<file path="config.mk">
export PLATFORM = sky130hd
export DESIGN_NAME = alu_req_resp
export DESIGN_NICKNAME = d
export VERILOG_FILES = /design/src/rtl/alu_pkg.sv /design/src/rtl/alu_rsp_fifo.sv /design/src/rtl/alu_req_resp.sv
export SDC_FILE = /design/constraint.sdc
export NUM_CORES = 1
export LEC_CHECK = 0
export ABC_AREA = 1
export CAP_MARGIN = 15
export CORE_MARGIN = 1.5
export CORE_UTILIZATION = 42
export CTS_CLUSTER_DIAMETER = 120
export DETAILED_ROUTE_END_ITERATION = 7
export SLEW_MARGIN = 20
export SYNTH_ARGS = -nofsm -noshare
export SYNTH_HDL_FRONTEND = slang
export SYNTH_SLANG_ARGS = --single-unit
</file>
<file path="constraint.sdc">
create_clock -name clk -period 4.11 [get_ports clk]
set_clock_uncertainty 0.2 [all_clocks]
set_input_delay 0.822 -clock clk [delete_from_list [all_inputs] [get_ports clk]]
set_output_delay 0.822 -clock clk [all_outputs]
set_load 0.02 [all_outputs]
</file>
<file path="src/rtl/alu_pkg.sv">
// Shared opcode constants and response-entry layout for the ALU responder.
// Build with ALU_REQ_RESP_FLAGS_EN to carry per-entry carry/overflow flags.
package alu_pkg;

  localparam int ALU_WIDTH = 8;

  localparam logic [3:0] OP_ADD  = 4'd0;
  localparam logic [3:0] OP_SUB  = 4'd1;
  localparam logic [3:0] OP_AND  = 4'd2;
  localparam logic [3:0] OP_OR   = 4'd3;
  localparam logic [3:0] OP_XOR  = 4'd4;
  localparam logic [3:0] OP_NOT  = 4'd5;
  localparam logic [3:0] OP_SHL  = 4'd6;
  localparam logic [3:0] OP_SHR  = 4'd7;
  localparam logic [3:0] OP_SLTU = 4'd8;
  localparam logic [3:0] OP_PASS = 4'd9;
  localparam logic [3:0] OP_LAST_LEGAL = 4'd9;

  typedef struct packed {
    logic [ALU_WIDTH-1:0] out;
    logic                 zero;
    logic                 err;
`ifdef ALU_REQ_RESP_FLAGS_EN
    logic                 carry;
    logic                 ovf;
`endif
  } rsp_t;

endpackage

</file>
<file path="src/rtl/alu_rsp_fifo.sv">
// Synchronous response FIFO; when empty the output holds the last popped entry.
// Occupancy lives in its own counter so full and empty are unambiguous.
module alu_rsp_fifo #(
  parameter int DW    = 8,
  parameter int DEPTH = 2,
  localparam int AW   = $clog2(DEPTH),
  localparam int CW   = AW + 1
) (
  input  logic          clk,
  input  logic          rst_n,
  input  logic          push,
  input  logic [DW-1:0] din,
  input  logic          pop,
  output logic [DW-1:0] dout,
  output logic [CW-1:0] count
);

  logic [DW-1:0] mem [DEPTH];
  logic [DW-1:0] last;
  logic [AW-1:0] wr_ptr;
  logic [AW-1:0] rd_ptr;

  assign dout = (count == '0) ? last : mem[rd_ptr];

  always_ff @(posedge clk or negedge rst_n) begin
    if (!rst_n) begin
      for (int i = 0; i < DEPTH; i++) mem[i] <= '0;
      last   <= '0;
      wr_ptr <= '0;
      rd_ptr <= '0;
      count  <= '0;
    end else begin
      if (push) begin
        mem[wr_ptr] <= din;
        wr_ptr      <= wr_ptr + 1'b1;
      end
      if (pop) begin
        last   <= mem[rd_ptr];
        rd_ptr <= rd_ptr + 1'b1;
      end
      unique case ({push, pop})
        2'b10:   count <= count + 1'b1;
        2'b01:   count <= count - 1'b1;
        default: count <= count;
      endcase
    end
  end

endmodule

</file>
<file path="src/rtl/alu_req_resp.sv">
// Valid/ready ALU responder: results computed at acceptance, queued, returned in order.
// Optional ALU_REQ_RESP_FLAGS_EN adds rsp_carry / rsp_ovf outputs.
module alu_req_resp
  import alu_pkg::*;
#(
  parameter int WIDTH = ALU_WIDTH,
  parameter int DEPTH = 2,
  parameter int CNT_W = 16
) (
  input  logic             clk,
  input  logic             rst_n,
  input  logic             req_valid,
  output logic             req_ready,
  input  logic [WIDTH-1:0] req_in1,
  input  logic [WIDTH-1:0] req_in2,
  input  logic [3:0]       req_opcode,
  output logic             rsp_valid,
  input  logic             rsp_ready,
  output logic [WIDTH-1:0] rsp_out,
  output logic             rsp_zero,
  output logic             rsp_err,
`ifdef ALU_REQ_RESP_FLAGS_EN
  output logic             rsp_carry,
  output logic             rsp_ovf,
`endif
  output logic [CNT_W-1:0] rsp_count
);

  localparam int CW = $clog2(DEPTH) + 1;
  localparam logic [CW-1:0] DEPTH_C = CW'(DEPTH);

  typedef struct packed {
    logic [WIDTH-1:0] out;
    logic             zero;
    logic             err;
`ifdef ALU_REQ_RESP_FLAGS_EN
    logic             carry;
    logic             ovf;
`endif
  } entry_t;

  entry_t        res;
  entry_t        head;
  logic [CW-1:0] occ;
  logic          push;
  logic          pop;

  always_comb begin
    res = '0;
    unique case (req_opcode)
`ifdef ALU_REQ_RESP_FLAGS_EN
      OP_ADD: begin
        {res.carry, res.out} = {1'b0, req_in1} + {1'b0, req_in2};
        res.ovf = (req_in1[WIDTH-1] == req_in2[WIDTH-1])
               && (res.out[WIDTH-1] != req_in1[WIDTH-1]);
      end
      OP_SUB: begin
        {res.carry, res.out} = {1'b0, req_in1} - {1'b0, req_in2};
        res.ovf = (req_in1[WIDTH-1] != req_in2[WIDTH-1])
               && (res.out[WIDTH-1] != req_in1[WIDTH-1]);
      end
`else
      OP_ADD:  res.out = req_in1 + req_in2;
      OP_SUB:  res.out = req_in1 - req_in2;
`endif
      OP_AND:  res.out = req_in1 & req_in2;
      OP_OR:   res.out = req_in1 | req_in2;
      OP_XOR:  res.out = req_in1 ^ req_in2;
      OP_NOT:  res.out = ~req_in1;
      OP_SHL:  res.out = req_in1 << req_in2[2:0];
      OP_SHR:  res.out = req_in1 >> req_in2[2:0];
      OP_SLTU: res.out = {{(WIDTH-1){1'b0}}, req_in1 < req_in2};
      OP_PASS: res.out = req_in2;
      default: res.err = 1'b1;
    endcase
    // Illegal opcodes leave out at zero, so zero is flagged too.
    res.zero = (res.out == '0);
  end

  assign rsp_valid = (occ != '0);
  assign pop       = rsp_valid && rsp_ready;
  assign req_ready = (occ < DEPTH_C) || pop;
  assign push      = req_valid && req_ready;

  alu_rsp_fifo #(
    .DW    ($bits(entry_t)),
    .DEPTH (DEPTH)
  ) u_fifo (
    .clk   (clk),
    .rst_n (rst_n),
    .push  (push),
    .din   (res),
    .pop   (pop),
    .dout  (head),
    .count (occ)
  );

  assign rsp_out  = head.out;
  assign rsp_zero = head.zero;
  assign rsp_err  = head.err;
`ifdef ALU_REQ_RESP_FLAGS_EN
  assign rsp_carry = head.carry;
  assign rsp_ovf   = head.ovf;
`endif

  always_ff @(posedge clk or negedge rst_n) begin
    if (!rst_n) rsp_count <= '0;
    else if (pop) rsp_count <= rsp_count + 1'b1;
  end

endmodule
</file>
# Yosys cells after proc, flatten, opt, wreduce, memory -nomap -nowiden
# Index checks and enable logic that the tools add are counted.
# W data, S select, Z words.
[op_classes]
eq_ne = 11
bitwise = 6
reduce_logical = 10
shift = 2
muxes = 10
addsub = 7
order_cmp = 5
[ops]
columns = ["cell", "n"]
rows = [
  ["$pmux W8 S10", 1],
  ["$mux W10", 5],
  ["$bwmux W20", 1],
  ["$add A16 B1 Y16 const B", 1],
  ["$eq A4 B3 Y1 const B", 4],
  ["$demux W10 S1", 1],
  ["$reduce_or A10 Y1", 1],
  ["$add A8 B8 Y8", 1],
  ["$and A8 B8 Y8", 1],
  ["$eq A4 B2 Y1 const B", 2],
  ["$eq A4 B4 Y1 const B", 2],
  ["$logic_not A8 Y1", 1],
  ["$lt A8 B8 Y1", 1],
  ["$not A8 Y8", 1],
  ["$or A8 B8 Y8", 1],
  ["$shl A8 B3 Y8", 1],
  ["$shr A8 B3 Y8", 1],
  ["$sub A8 B8 Y8", 1],
  ["$xor A8 B8 Y8", 1],
  ["$eq A4 B1 Y1 const B", 1],
  ["$ge A2 B2 Y1 const B", 2],
  ["$logic_not A4 Y1", 1],
  ["$not A1 Y2", 2],
  ["$pmux W2 S2", 1],
  ["other kinds (12)", 16],
]
[totals]
output_inout_bits = 28
word_cells = 58
ff_bits = 50
inputBits = 24

# Longest topological paths before layout
# Gate-level depths: netlist (run 1).
[depth]
word_depth = 6
mapped_depth = 17
ltp_nobuf = 16

# Modules after synthesis
# A second synthesis (run 1) with hierarchy kept.
[hier_totals]
hier_cells = 681
area_unflattened_um2 = 4341.7
[modules_own_cells]
columns = ["mod", "cells_each", "n_inst", "area_per_inst_um2"]
rows = [
  ["alu_req_resp", 478, 1, 2735.1],
  ["alu_rsp_fifo", 203, 1, 1606.5],
]

# Worst setup path before layout (run 1)
# No wires, ideal clock.
[synth_timing]
path_type = "input-to-reg"
start = "in req_in1[0]"
end = "reg u_fifo.mem[11] (netlist name)"
slack_ps = 1439
path_buffers = 0
t_arrival_ps = 2407
setup_time_ps = 65
path_stages = 12
path_cell_list = "ha_1 > fa_1 > or2_2 > nand3_1 > nand2_1 > nor2_1 > nand2_1 > a21oi_1 > nand2_1 > nor2_2 > nand3_1 > nand2_1"
[synth_via]
elab_chain_cells = 4
[synth_rtl]
columns = ["element", "line", "text"]
rows = [
  ["start, declared", "alu_req_resp.sv:14", "input logic [WIDTH-1:0] req_in1,"],
  ["$sub A8 B8 Y8 (tied with other cells)", "alu_req_resp.sv:64", "OP_SUB: res.out = req_in1 - req_in2;"],
  ["$pmux W8 S10 *", "alu_req_resp.sv:50", "unique case (req_opcode)"],
  ["$logic_not A8 Y1 *", "alu_req_resp.sv:77", "res.zero = (res.out == '0);"],
  ["$bwmux W20 *", "alu_rsp_fifo.sv:34", "mem[wr_ptr] <= din;"],
  ["end signal, assigned by index", "alu_rsp_fifo.sv:34", ""],
  ["end, declared", "alu_rsp_fifo.sv:18", "logic [DW-1:0] mem [DEPTH];"],
]
# Mark *: on every way between the ends. The rest lies on a longest branch, timed or not.
# A chain may end at the register's enable or synchronous reset.

# Worst setup path in the final report (run 1)
[layout_timing]
start = "in req_in2[2]"
end = "reg u_fifo.mem[11] (netlist name)"
[layout_via]
elab_chain_cells = 4
[layout_rtl]
columns = ["element", "line", "text"]
rows = [
  ["start, declared", "alu_req_resp.sv:15", "input logic [WIDTH-1:0] req_in2,"],
  ["$sub A8 B8 Y8 (tied with other cells)", "alu_req_resp.sv:64", ""],
  ["$pmux W8 S10 *", "alu_req_resp.sv:50", ""],
  ["$logic_not A8 Y1 *", "alu_req_resp.sv:77", ""],
  ["$bwmux W20 *", "alu_rsp_fifo.sv:34", ""],
]
# Marks and branches as above.

==> impl_metrics.json, run 1 <==
{
  "status": "completed",
  "seq_power_share_pct": 35.7,
  "synth_seq_cells": 50,
  "switchingPower_mw": 0.9401,
  "netlist.area_leader.share_pct": 29.81,
  "cp.required_ns": 4.14,
  "worstMarginPinSlew_ns": 0.7473,
  "synth.distinct_cells": 35,
  "cts-root-buf": "clkbuf_8",
  "p_leak_nw": 2.520,
  "grt_pass1_wl_mm": 18.86,
  "drive_gt1_share_pct": 6.475,
  "start_util_pct": 43.15,
  "synth_edf_count": 0,
  "syn_inst": 647,
  "cts.sinks": 50,
  "postCtsHoldBufs": 0,
  "fmax_mhz": 294.5,
  "crit_start": "req_in2[2]",
  "start_kind": "primary input",
  "max_stage_delay_ns": 0.67,
  "min_path_type": "reg -> reg",
  "p_sw_share_pct": 43.57,
  "rsz0062_at_grt": "false",
  "synth_area_leader_cell": "dfrtp_1",
  "place_congestion": 0.9467,
  "syn-cell-area_mm2": 0.004198,
  "path_cells": "clkdlybuf4s50_1 -> inv_2 -> ha_1 -> or2_2 -> nand3_1 -> nand2_1 -> nor2_1 -> nand2_1 -> a21oi_1 -> nand2_1 -> nor2_2 -> nand3_1 -> nand2_1",
  "route.detailed.drc": 0,
  "setup_viol": 0,
  "arrival_ns": 3.43,
  "via_count": 4239,
  "drt-pass1-iter-count": 5,
  "grtUsageTotal_pct": 22.86,
  "crit_slowest_cell": "clkdlybuf4s50_1",
  "avgSynthCellArea_um2": 6.488,
  "antennaDiodeCount": 0,
  "cts_made_buffers": 5,
  "criticalPathCategory": "in -> reg",
  "layout_common_cells": "nand2_1 (221), nand3_1 (68), inv_1 (65)",
  "crit_family": "simple AND/OR/NAND/NOR gates",
  "clk_pin_slew_ns": 0.09,
  "drt.antenna.violating_nets": 0,
  "cts_tree": "done",
  "powerDensity_mw_per_mm2": 438.3,
  "vias_per_cell": 5.120,
  "area_growth_pct": 17.26,
  "synth.area.top_cells": "dfrtp_1 (30%), nand2_1 (20%), ha_1 (8.6%), nand3_1 (8.1%), inv_1 (5.8%)",
  "crit_buf_inv": 2,
  "clock_power_share_pct": 13.6,
  "dp_hpwl_mm": 9.253,
  "fp.dieW_um": 103.0,
  "cts-resized-gates": 0,
  "drt_iter0_markers": 233,
  "cts_setup_buffers": 0,
  "path_common_cell": "nand2_1",
  "p_int_mw": 1.218,
  "io_pins": 52,
  "num_rows": 36,
  "rr_startpoint": "u_fifo.count[0]",
  "wire_per_inst_um": 14.25,
  "clock_latency_ns": 0.30,
  "combPwrFrac_pct": 50.7,
  "io_buffer_count": 51,
  "grt_overflow": 0,
  "crit_fanout": 10,
  "clockBufferDepth": 2,
  "die_area_mm2": 0.01060,
  "htreeDepth": 2,
  "final_nets": 749,
  "fin_crit_sh_pct": 82.62,
  "antenna_found_initial": 0,
  "vdd_drop_max_uv": 243.5,
  "grt_max_degree": 51,
  "yosysWarnings": 0,
  "async_flop_share_pct": 100.0,
  "syn_nets": 702,
  "slew_viol_final": 0,
  "slew_headroom_pct": 49.99,
  "hold_violations": 0,
  "cap_violations": 0,
  "ys.flop_type": "dfrtp_1",
  "worst_setup_path_end_kind": "flop",
  "die_y_um": 103.0,
  "routed_wirelength_mm": 11.80,
  "core_mm2": 0.009729,
  "tns_ns": 0,
  "fin_crit_ns": 3.396,
  "power_mw": 2.158,
  "grt_pass1_vias": 3849,
  "final_common_cell": "nand2_1",
  "min_from": "rsp_count[15]",
  "yosysSeqAreaShare_pct": 29.81
}
## final timing paths
kind                                   to  slack, ns  cells past startpoint
max in group asynchronous   rsp_count[14]       2.94                      1
max reg2reg                 rsp_count[14]       1.71                      9
min in group asynchronous  u_fifo.last[5]       0.33                      1
max                        u_fifo.mem[11]       0.71                     13
min                         rsp_count[15]       0.27                      1
min reg2reg                 rsp_count[15]       0.27                      1
## flip-flops by register name, summed over array words and instances (netlist names)
register / count
u_fifo.mem: 20
u_fifo.wr_ptr: 1
u_fifo.count: 2
rsp_count: 16
u_fifo.last: 10
u_fifo.rd_ptr: 1
## kinds of logic after synthesis
logic type	count (synthesis)	synth area share [%]
simple gates	390	40.03
buf+inv	93	8.882
compound gates	67	8.346
flops	50	29.81
fa+ha+maj	31	9.598
xor+xnor	16	3.338
## cell type report
cell class                 count  area [µm²]
clock buffer                   5       68.82
timing repair buffer          57       553.0
sequential                    50        1251
inverter                      76       285.3
tap                          133       166.4
multi-input combinational    504        2574
fill                        1031        4807
clock inverter                 3       23.77
## cells in the mapped netlist (3+ instances only)
library cell  number
a21oi_1           13
buf_2             10
clkbuf_1           5
dfrtp_1           50
ha_1              29
inv_1             65
inv_2              9
nand2_1          221
nand2_2            6
nand3_1           68
nand4_1            8
nor2_1            63
nor2_2             6
nor2_4             3
nor3_1             5
o21ai_0           45
o21ai_1            3
xnor2_1            6
xor2_1            10
## power by group through the flow
stage	sequential [mW]	clock, mW	combinational, mW
6_report	0.771	0.294	1.09
3_5_place_dp	0.780	0	1.10
5_1_grt	0.795	0.326	1.23
3_3_place_gp	0.774	0	1.08
2_1_floorplan	0.799	0	0.661
4_1_cts	0.770	0.307	1.10
## metrics by stage
stage | setup WS [ns] | std cells | hold slack (ns) | instance area, µm² | utilization (%)
floorplan | 1.439 | 647 | 0.2422 | 4198 | -
global placement | 0.4846 | 820 | 0.2595 | 4827 | 49.61
detailed placement | 0.4512 | 820 | 0.2652 | 4827 | 49.61
CTS | 0.7593 | 828 | 0.2802 | 4920 | 50.57
global route | 0.5336 | 828 | 0.2930 | 4922 | 50.59
finish | 0.7144 | 828 | 0.2739 | 4922 | 50.59
## worst register-to-register path, delay by kind of cell, from the launching register on
family	cells	cell delay (ns)
XOR/XNOR	1	0.16
buffers and inverters	2	0.36
AND/OR/NAND/NOR	6	1.20
flip-flops	1	0.40
## metal layers
| metal | wire, µm | global-route usage, % | vias to the layer above | part of all wire (%) |
|---|---|---|---|---|
| li1 | - | - | 2135 | - |
| met1 | 5312 | 29.79 | 1935 | 45 |
| met2 | 5560 | 38.92 | 146 | 47 |
| met3 | 559 | 2.576 | 23 | 4.7 |
| met4 | 368 | 8.732 | 0 | 3.1 |
| met5 | 0 | 0 | - | 0 |
No activity file was read; power rests on OpenSTA's default activity.
==> inputs of run 2 (changes only) <==
- clock period: 4.11 -> 3.25 ns (I/O delays scaled with it)
==> impl_metrics.json, run 2 (synthesized netlist as in run 1, its figures left out) <==
{
  "status": "completed",
  "path_common_cell": "nand2_1",
  "htreeDepth": 2,
  "antennaDiodeCount": 0,
  "drive_gt1_share_pct": 9.597,
  "cts-root-buf": "clkbuf_8",
  "final_nets": 773,
  "fp.dieW_um": 103.0,
  "clock_latency_ns": 0.30,
  "setup_viol": 0,
  "cts-resized-gates": 0,
  "max_stage_delay_ns": 0.49,
  "clk_pin_slew_ns": 0.10,
  "worst_setup_path_end_kind": "flop",
  "criticalPathCategory": "in -> reg",
  "layout_common_cells": "nand2_1 (221), nand3_1 (68), inv_1 (65)",
  "rr_startpoint": "u_fifo.count[0]",
  "worstMarginPinSlew_ns": 0.6541,
  "fmax_mhz": 344.3,
  "tns_ns": 0,
  "grtUsageTotal_pct": 22.53,
  "io_pins": 52,
  "drt.antenna.violating_nets": 0,
  "vias_per_cell": 5.062,
  "grt_pass1_vias": 3955,
  "rsz0062_at_grt": "false",
  "final_common_cell": "nand2_1",
  "crit_start": "req_in1[0]",
  "area_growth_pct": 21.43,
  "largest_register_ffs": 20,
  "crit_slowest_cell": "clkdlybuf4s50_1",
  "io_buffer_count": 51,
  "wire_per_inst_um": 13.77,
  "fin_crit_ns": 2.905,
  "cts_tree": "done",
  "vdd_drop_max_uv": 274.3,
  "antenna_found_initial": 0,
  "grt_overflow": 0,
  "cap_violations": 0,
  "path_cells": "clkdlybuf4s50_1 -> ha_1 -> fa_1 -> or2_2 -> nand3_1 -> nand2_1 -> nor2_1 -> nand2_1 -> a21oi_1 -> nand2_1 -> nor2_2 -> nand3_1 -> nand2_1",
  "start_kind": "primary input",
  "setup_slack_ns": 0.3452,
  "drt_iter0_markers": 237,
  "power_mw": 2.743,
  "cts.sinks": 50,
  "start_util_pct": 43.15,
  "min_path_type": "in -> async",
  "powerDensity_mw_per_mm2": 538.1,
  "route.detailed.drc": 0,
  "grt_max_degree": 27,
  "slew_viol_final": 0,
  "routed_wirelength_mm": 11.74,
  "cp.required_ns": 3.28,
  "design_area_mm2": 0.005097,
  "dpl_cell_area_mm2": 0.005007,
  "p_leak_nw": 2.637,
  "die_y_um": 103.0,
  "die_area_mm2": 0.01060,
  "dp_hpwl_mm": 9.452,
  "arrival_ns": 2.94,
  "cts_setup_buffers": 0,
  "top_register": "u_fifo.mem",
  "pre_cts_ws_ns": 0.04904,
  "via_count": 4313,
  "place_congestion": 0.9660,
  "drt-pass1-iter-count": 5,
  "slew_headroom_pct": 56.35,
  "largest_registers": "u_fifo.mem: 20 flops, rsp_count: 16 flops, u_fifo.last: 10 flops",
  "hold_violations": 0,
  "postCtsHoldBufs": 0,
  "grt_pass1_wl_mm": 18.62,
  "cts_made_buffers": 5,
  "crit_fanout": 5,
  "num_rows": 36,
  "clockBufferDepth": 2,
  "fin_crit_sh_pct": 89.38,
  "core_mm2": 0.009729
}
-- run 2: power breakdown --
group          leakage (nW)  internal [mW]  total [mW]  switching [mW]
sequential            0.646          0.844       0.975           0.130
combinational          1.95          0.573        1.40           0.830
clock                0.0441          0.152       0.365           0.213
total                  2.64           1.57        2.74            1.17
-- run 2: area by class of cell --
type	instances	area (µm²)
Clock inverter	3	21.27
Fill cell	1070	4632
Inverter	76	285.3
Multi-Input combinational cell	504	2574
Timing Repair Buffer	81	730.7
Tap cell	133	166.4
Clock buffer	5	68.82
Sequential cell	50	1251
-- run 2: worst paths after layout --
| path | cells past startpoint | slack (ns) | endpoint |
|---|---|---|---|
| worst min-delay path | 1 | 0.13 | u_fifo.last[7] |
| max in group asynchronous | 2 | 1.96 | rsp_count[13] |
| worst max-delay path | 13 | 0.35 | u_fifo.mem[11] |
| worst min register to register | 2 | 0.28 | u_fifo.mem[0] |
| worst max register to register | 10 | 1.04 | rsp_count[13] |
| min in group clk | 2 | 0.28 | u_fifo.mem[0] |
-- run 2: routing by layer --
layer / vias to the layer above / wire length, µm / track usage (%)
met3: 22 / 510 / 2.644
met1: 1978 / 5213 / 29.22
met5: - / 0 / 0
met2: 131 / 5732 / 38.16
met4: 0 / 280 / 9.148
li1: 2182 / - / -
-- run 2: critical path, delay by kind of cell --
| family | cells | cell delay [ns] |
|---|---|---|
| adder cells (fa/ha/maj) | 2 | 0.66 |
| buffers and inverters | 1 | 0.49 |
| AND/OR/NAND/NOR | 9 | 0.92 |
| AO/OA/AOI/OAI | 1 | 0.21 |
-- run 2: stage by stage --
| step | hold slack [ns] | std cells | utilization [%] |
|---|---|---|---|
| 2_1_floorplan | 0.1544 | 647 | - |
| 3_3_place_gp | 0.2570 | 844 | 51.47 |
| 3_5_place_dp | 0.2619 | 844 | 51.47 |
| 4_1_cts | 0.1505 | 852 | 52.39 |
| 5_1_grt | 0.1702 | 852 | 52.39 |
| 6_report | 0.1341 | 852 | 52.39 |
==> inputs of run 3 (changes only) <==
- ABC_CLOCK_PERIOD_IN_PS: not set -> 3250
==> results of run 3 <==
Final layout, timing and power as in run 2 (identical DEF).
==> edit 1 (flow settings as in run 3) <==
Reset style: synchronous (`rst_n`), changed in 2 clocked blocks.
--- a/src/rtl/alu_rsp_fifo.sv
+++ b/src/rtl/alu_rsp_fifo.sv
@@ -24,3 +24,3 @@
 
-  always_ff @(posedge clk or negedge rst_n) begin
+  always_ff @(posedge clk) begin
     if (!rst_n) begin
--- a/src/rtl/alu_req_resp.sv
+++ b/src/rtl/alu_req_resp.sv
@@ -105,3 +105,3 @@
 
-  always_ff @(posedge clk or negedge rst_n) begin
+  always_ff @(posedge clk) begin
     if (!rst_n) rsp_count <= '0;
Function: differs if rst_n is asserted again (counterexample within 4 cycles, from zero or initial values and one cycle with rst_n low); with rst_n held inactive, the same outputs for 10 cycles.
==> edit 1 against run 3 <==
Final area is 0.42% lower. Wire length fell by 5.5%. Register-to-register slack got worse by 0.03 ns. Critical path depth down 10. Combinational power down 31%. Maximum frequency increased by 0.61%. Sequential cell count grew 1. First-iteration DRC count grew 22%. Area after synthesis shrank 1.7%. Total power down 21%. Worst setup slack better by 0.018 ns. Critical path type is now reg2out. Critical endpoint is now rsp_err.
==> edit 1: results (changes against run 3) <==
[global_route]
grt_pass1_wl_um = 18100  ; -2.6%
grt_pass1_vias = 3902  ; -1.3%

[min_path]
hp-class = reg2reg

[synthesis]
synth_commonest_cells = nand2_1, nor2_1, inv_1
synthTopCellsByArea = nand2_1, dfxtp_1, edfxtp_1
syn-num-nets = 709  ; +1.0%
synthesis.instances = 654  ; +1.1%
synth_cell_type_count = 30  ; -14%
ys_seq_area_share_pct = 29.6  ; -0.21 points

[sta]
worstMarginPinSlew_ns = 0.583  ; -0.0710 ns

[placement]
dp_hpwl_um = 9140  ; -3.3%
dp_slack_ns = 0.0806  ; +0.0316 ns
place_area_um2 = 4980  ; -0.45%
gp_congestion = 0.986  ; +2.0%

[routing]
wire_per_inst_um = 12.9  ; -6.3%
route.vias.total = 4243  ; -1.6%
drt-total-wl_um = 11100  ; -5.5%

[power_and_ir_drop]
leakagePower_nw = 2.39  ; -9.4%
combPwrFrac_pct = 44.5  ; -6.7 points
power.clock.fraction_pct = 17.4  ; +4.1 points

[finish]
drive_gt1_share_pct = 8.08  ; -1.5 points
fillers = 959  ; -10%
nets = 784  ; +1.4%

[critical_path]
path_delay_family = flip-flops
crit_path_max_incr_delay_ns = 0.71  ; +0.22 ns
cp_max_fo = 10  ; +5
cp.arrival_ns = 2.04  ; -0.90 ns

[status]
outcome = finished, final reports clean

==> edit 1: cell types whose count changed after synthesis, sizes merged, moves of 5 or more <==
cell,change
dfrtp,-50
nand2,-41
nor2,+38
dfxtp,+31
edfxtp,+20
o21ai,-19
inv,+12
a211oi,+10
a21oi,+10
mux2i,+10
xor2,-7
xnor2,-6
nand3,+5
==> edit 1: kinds of logic after synthesis <==
kind of cell / Yosys count / share of synthesized area [%]
adders and majority gates: 31 / 9.76
muxes: 10 / 2.43
and+or+nand+nor: 387 / 38.8
AOI/OAI and AO/OA: 66 / 8.85
DFF: 51 / 29.6
buffers and inverters: 106 / 9.95
xor gates and xnor gates: 3 / 0.637
==> edit 1: final timing paths <==
path | start | endpoint | slack, ns | cells after the start
worst max-delay path | flip-flop | rsp_err | 0.36 | 3
worst min-delay path | u_fifo.rd_ptr$_SDFFE_PN0P_ | flip-flop | 0.29 | 1
worst max register to register | u_fifo.count[0]$_SDFFE_PN0P_ | u_fifo.mem[1][1]$_SDFFCE_PN0P_ | 1.01 | 9
worst min register to register | u_fifo.rd_ptr$_SDFFE_PN0P_ | flip-flop | 0.29 | 1
==> edit 1: area by class of cell <==
type	count	area (µm²)	area share, %
Tap cell	129	161	3.18
Clock buffer	5	68.8	1.36
Inverter	87	327	6.43
Multi-Input combinational cell	497	2490	49.1
Sequential cell	51	1220	24.1
Timing Repair Buffer	87	781	15.4
Clock inverter	3	22.5	0.444
==> edit 1: routing by layer <==
metal / track usage [%] / part of all wire, % / routed length, µm / vias up
li1: - / - / - / 2233
met1: 28.1 / 46 / 5140 / 1861
met2: 37.0 / 46 / 5100 / 124
met3: 2.12 / 3.5 / 388 / 25
met4: 11.4 / 4.1 / 459 / 0
met5: 0 / 0 / 0 / -
==> edit 2 (config.mk and constraints of run 3) <==
Without the edit above. `DEPTH` is set to 2 in 2 places; all go to 4.
--- a/src/rtl/alu_rsp_fifo.sv
+++ b/src/rtl/alu_rsp_fifo.sv
@@ -4,3 +4,3 @@
   parameter int DW    = 8,
-  parameter int DEPTH = 2,
+  parameter int DEPTH = 4,
   localparam int AW   = $clog2(DEPTH),
--- a/src/rtl/alu_req_resp.sv
+++ b/src/rtl/alu_req_resp.sv
@@ -6,3 +6,3 @@
   parameter int WIDTH = ALU_WIDTH,
-  parameter int DEPTH = 2,
+  parameter int DEPTH = 4,
   parameter int CNT_W = 16
Check against the original RTL: not equivalent (a bounded check fails within 4 cycles, from zero or initial values and one cycle with rst_n low).
==> edit 2 against run 3 <==
Sequential cell count is 23 higher. Combinational power up 52%. Largest power group unchanged. Critical path type is now reg2out. Final area is 28% higher. Area after synthesis up 28%. Cell count rose by 19%. Synthesized cell count increased by 18%. Critical endpoint is now rsp_out[2]. Hold slack better by 0.042 ns. Wire length increased by 26%. Worst setup slack worse by 0.16 ns. Total power rose by 69%.
==> edit 2: results (changes against run 3) <==
[status]
outcome = finished, final reports clean

[global_route]
grt_pass1_wl_um = 24500  ; +31%
globalRouteMet1Util_pct = 32.4  ; +3.2 points
grt_use_met2_pct = 37.1  ; -1.0 points
met3_usage_pct = 4.46  ; +1.8 points
grt_max_degree = 43  ; +59%
grt_pass1_vias = 4927  ; +25%
grt_usage_pct = 23.2  ; +0.69 points
antenna_found_initial = 0  ; unchanged

[placement]
dp_cells = 990  ; +17%
dp_slack_ns = 0.0454  ; -0.00359 ns
dp_hpwl_um = 11600  ; +23%
gp_congestion = 0.916  ; -5.2%

[synthesis]
synth-compound-area-share_pct = 9.53  ; +1.2 points
synth_adder_area_share_pct = 8.32  ; -1.3 points
syn-num-nets = 821  ; +17%
synth_commonest_cells = nand2_1, nand3_1, dfrtp_1
ys_seq_area_share_pct = 33.9  ; +4.1 points
synth-xor-area-share_pct = 3.58  ; +0.24 points
synthTopCellsByArea = dfrtp_1, nand2_1, nand3_1
synth_top_flop_cell = dfrtp_1
syn_avg_cell_area_um2 = 7.06  ; +8.8%
ys.warnings.count = 0  ; unchanged
synth_cell_type_count = 38  ; +8.6%

[routing]
wire_per_inst_um = 14.6  ; +6.1%
route.vias.total = 5128  ; +19%
firstDrtPassIters = 5  ; unchanged
drt-initial-drc-count = 407  ; +72%
drt-total-wl_um = 14800  ; +26%

[critical_path]
cp_max_fo = 7  ; +2
cp.arrival_ns = 2.22  ; -0.72 ns

[finish]
fillers = 1259  ; +18%
drive_gt1_share_pct = 12.1  ; +2.5 points
reg_top3 = u_fifo.mem (40), rsp_count (16), u_fifo.last (10)
nets = 892  ; +15%

[clock_tree]
htreeDepth = 3  ; +1
root_buffer = clkbuf_16
clock_latency_ns = 0.33  ; +0.03 ns
numCtsBuffers = 9  ; +4
clkSlewWorstSetupHoldPaths_ns = 0.06  ; -0.04 ns

[sta]
hold_viol = 0  ; unchanged
relSlewSlack_pct = 40.9  ; -15 points

[power_and_ir_drop]
leakagePower_nw = 3.30  ; +25%

edit 2: changes by cell type after synthesis, moves of 5 or more:
cell     delta
a21oi_1    +13
a32o_1      +5
dfrtp_1    +23
nand2_1    +32
nand3_1    +12
nor2_1     -17
nor2_2      +7
nor2_4      +5
o21ai_1    +10
edit 2: what timing repair did:
| item | CTS | global route |
|---|---|---|
| resized for setup | 1 | 2 |
| setup endpoints to repair | 6 | 8 |
| hold endpoints to repair | 0 | 0 |
| cloned | 0 | 1 |
| setup buffers | 4 | 0 |
| pin swaps | 0 | 0 |
edit 2: power by group:
| part | total [mW] | switching (mW) | internal (mW) |
|---|---|---|---|
| clock | 0.983 | 0.374 | 0.609 |
| sequential | 1.52 | 0.254 | 1.26 |
| combinational | 2.13 | 1.25 | 0.882 |
| total | 4.63 | 1.88 | 2.76 |
edit 2: logic make-up (layout without fill, tap and decap cells):
family                   Yosys count  count (layout)
AND/OR/NAND/NOR                  436             436
buffers and inverters            102             177
AO/OA/AOI/OAI                     96              96
flip-flops                        73              73
adder cells (fa/ha/maj)           34              34
XOR/XNOR                          22              22
edit 2: worst max-delay path, stage by stage (launching register included):
cell and delay (ns):
dfrtp_2 0.50, clkinvlp_4 0.17, buf_4 0.14, a21oi_1 0.03
a32o_1 0.21, o21ai_0 0.18, clkdlybuf4s50_1 0.64
edit 2: per-stage QoR:
step | power [mW] | area, µm² | hold slack (ns)
final | 4.63 | 6550 | 0.176
after global routing | 5.02 | 6550 | 0.237
after CTS | 4.66 | 6540 | 0.201
after detailed placement | 3.62 | 6210 | 0.258
after global placement | 3.56 | 6210 | 0.257
after floorplan | 2.81 | 5390 | 0.154
edit 2: path summary, 6_finish.rpt:
kind	start	endpoint	slack, ns	cells past startpoint
worst min register to register	rsp_count[15]$_DFFE_PN0P_	rsp_count[15]$_DFFE_PN0P_	0.26	1
worst max register to register	u_fifo.count[1]$_DFFE_PN0P_	u_fifo.count[2]$_DFFE_PN0P_	0.65	12
max in group asynchronous	rst_n	u_fifo.rd_ptr[1]$_DFFE_PN0P_	1.98	2
worst max-delay path	u_fifo.rd_ptr[1]$_DFFE_PN0P_	rsp_out[2]	0.18	6
worst min-delay path	rst_n	u_fifo.mem[27]$_DFFE_PN0P_	0.18	1
min in group clk	rsp_count[15]$_DFFE_PN0P_	rsp_count[15]$_DFFE_PN0P_	0.26	1
edit 2: layer usage:
layer | share of wire (%) | vias to the layer above
li1 | - | 2573
met1 | 48 | 2412
met2 | 46 | 130
met3 | 4.3 | 13
met4 | 1.2 | 0
met5 | 0 | -
edit 2: layout make-up:
type	count	share of cell area, %
Multi-Input combinational cell	588	47.9
Inverter	80	4.72
Timing Repair Buffer	81	11.5
Clock buffer	10	3.65
Timing Repair inverter	1	0.115
Tap cell	172	3.29
Sequential cell	73	27.9
Clock inverter	5	0.860
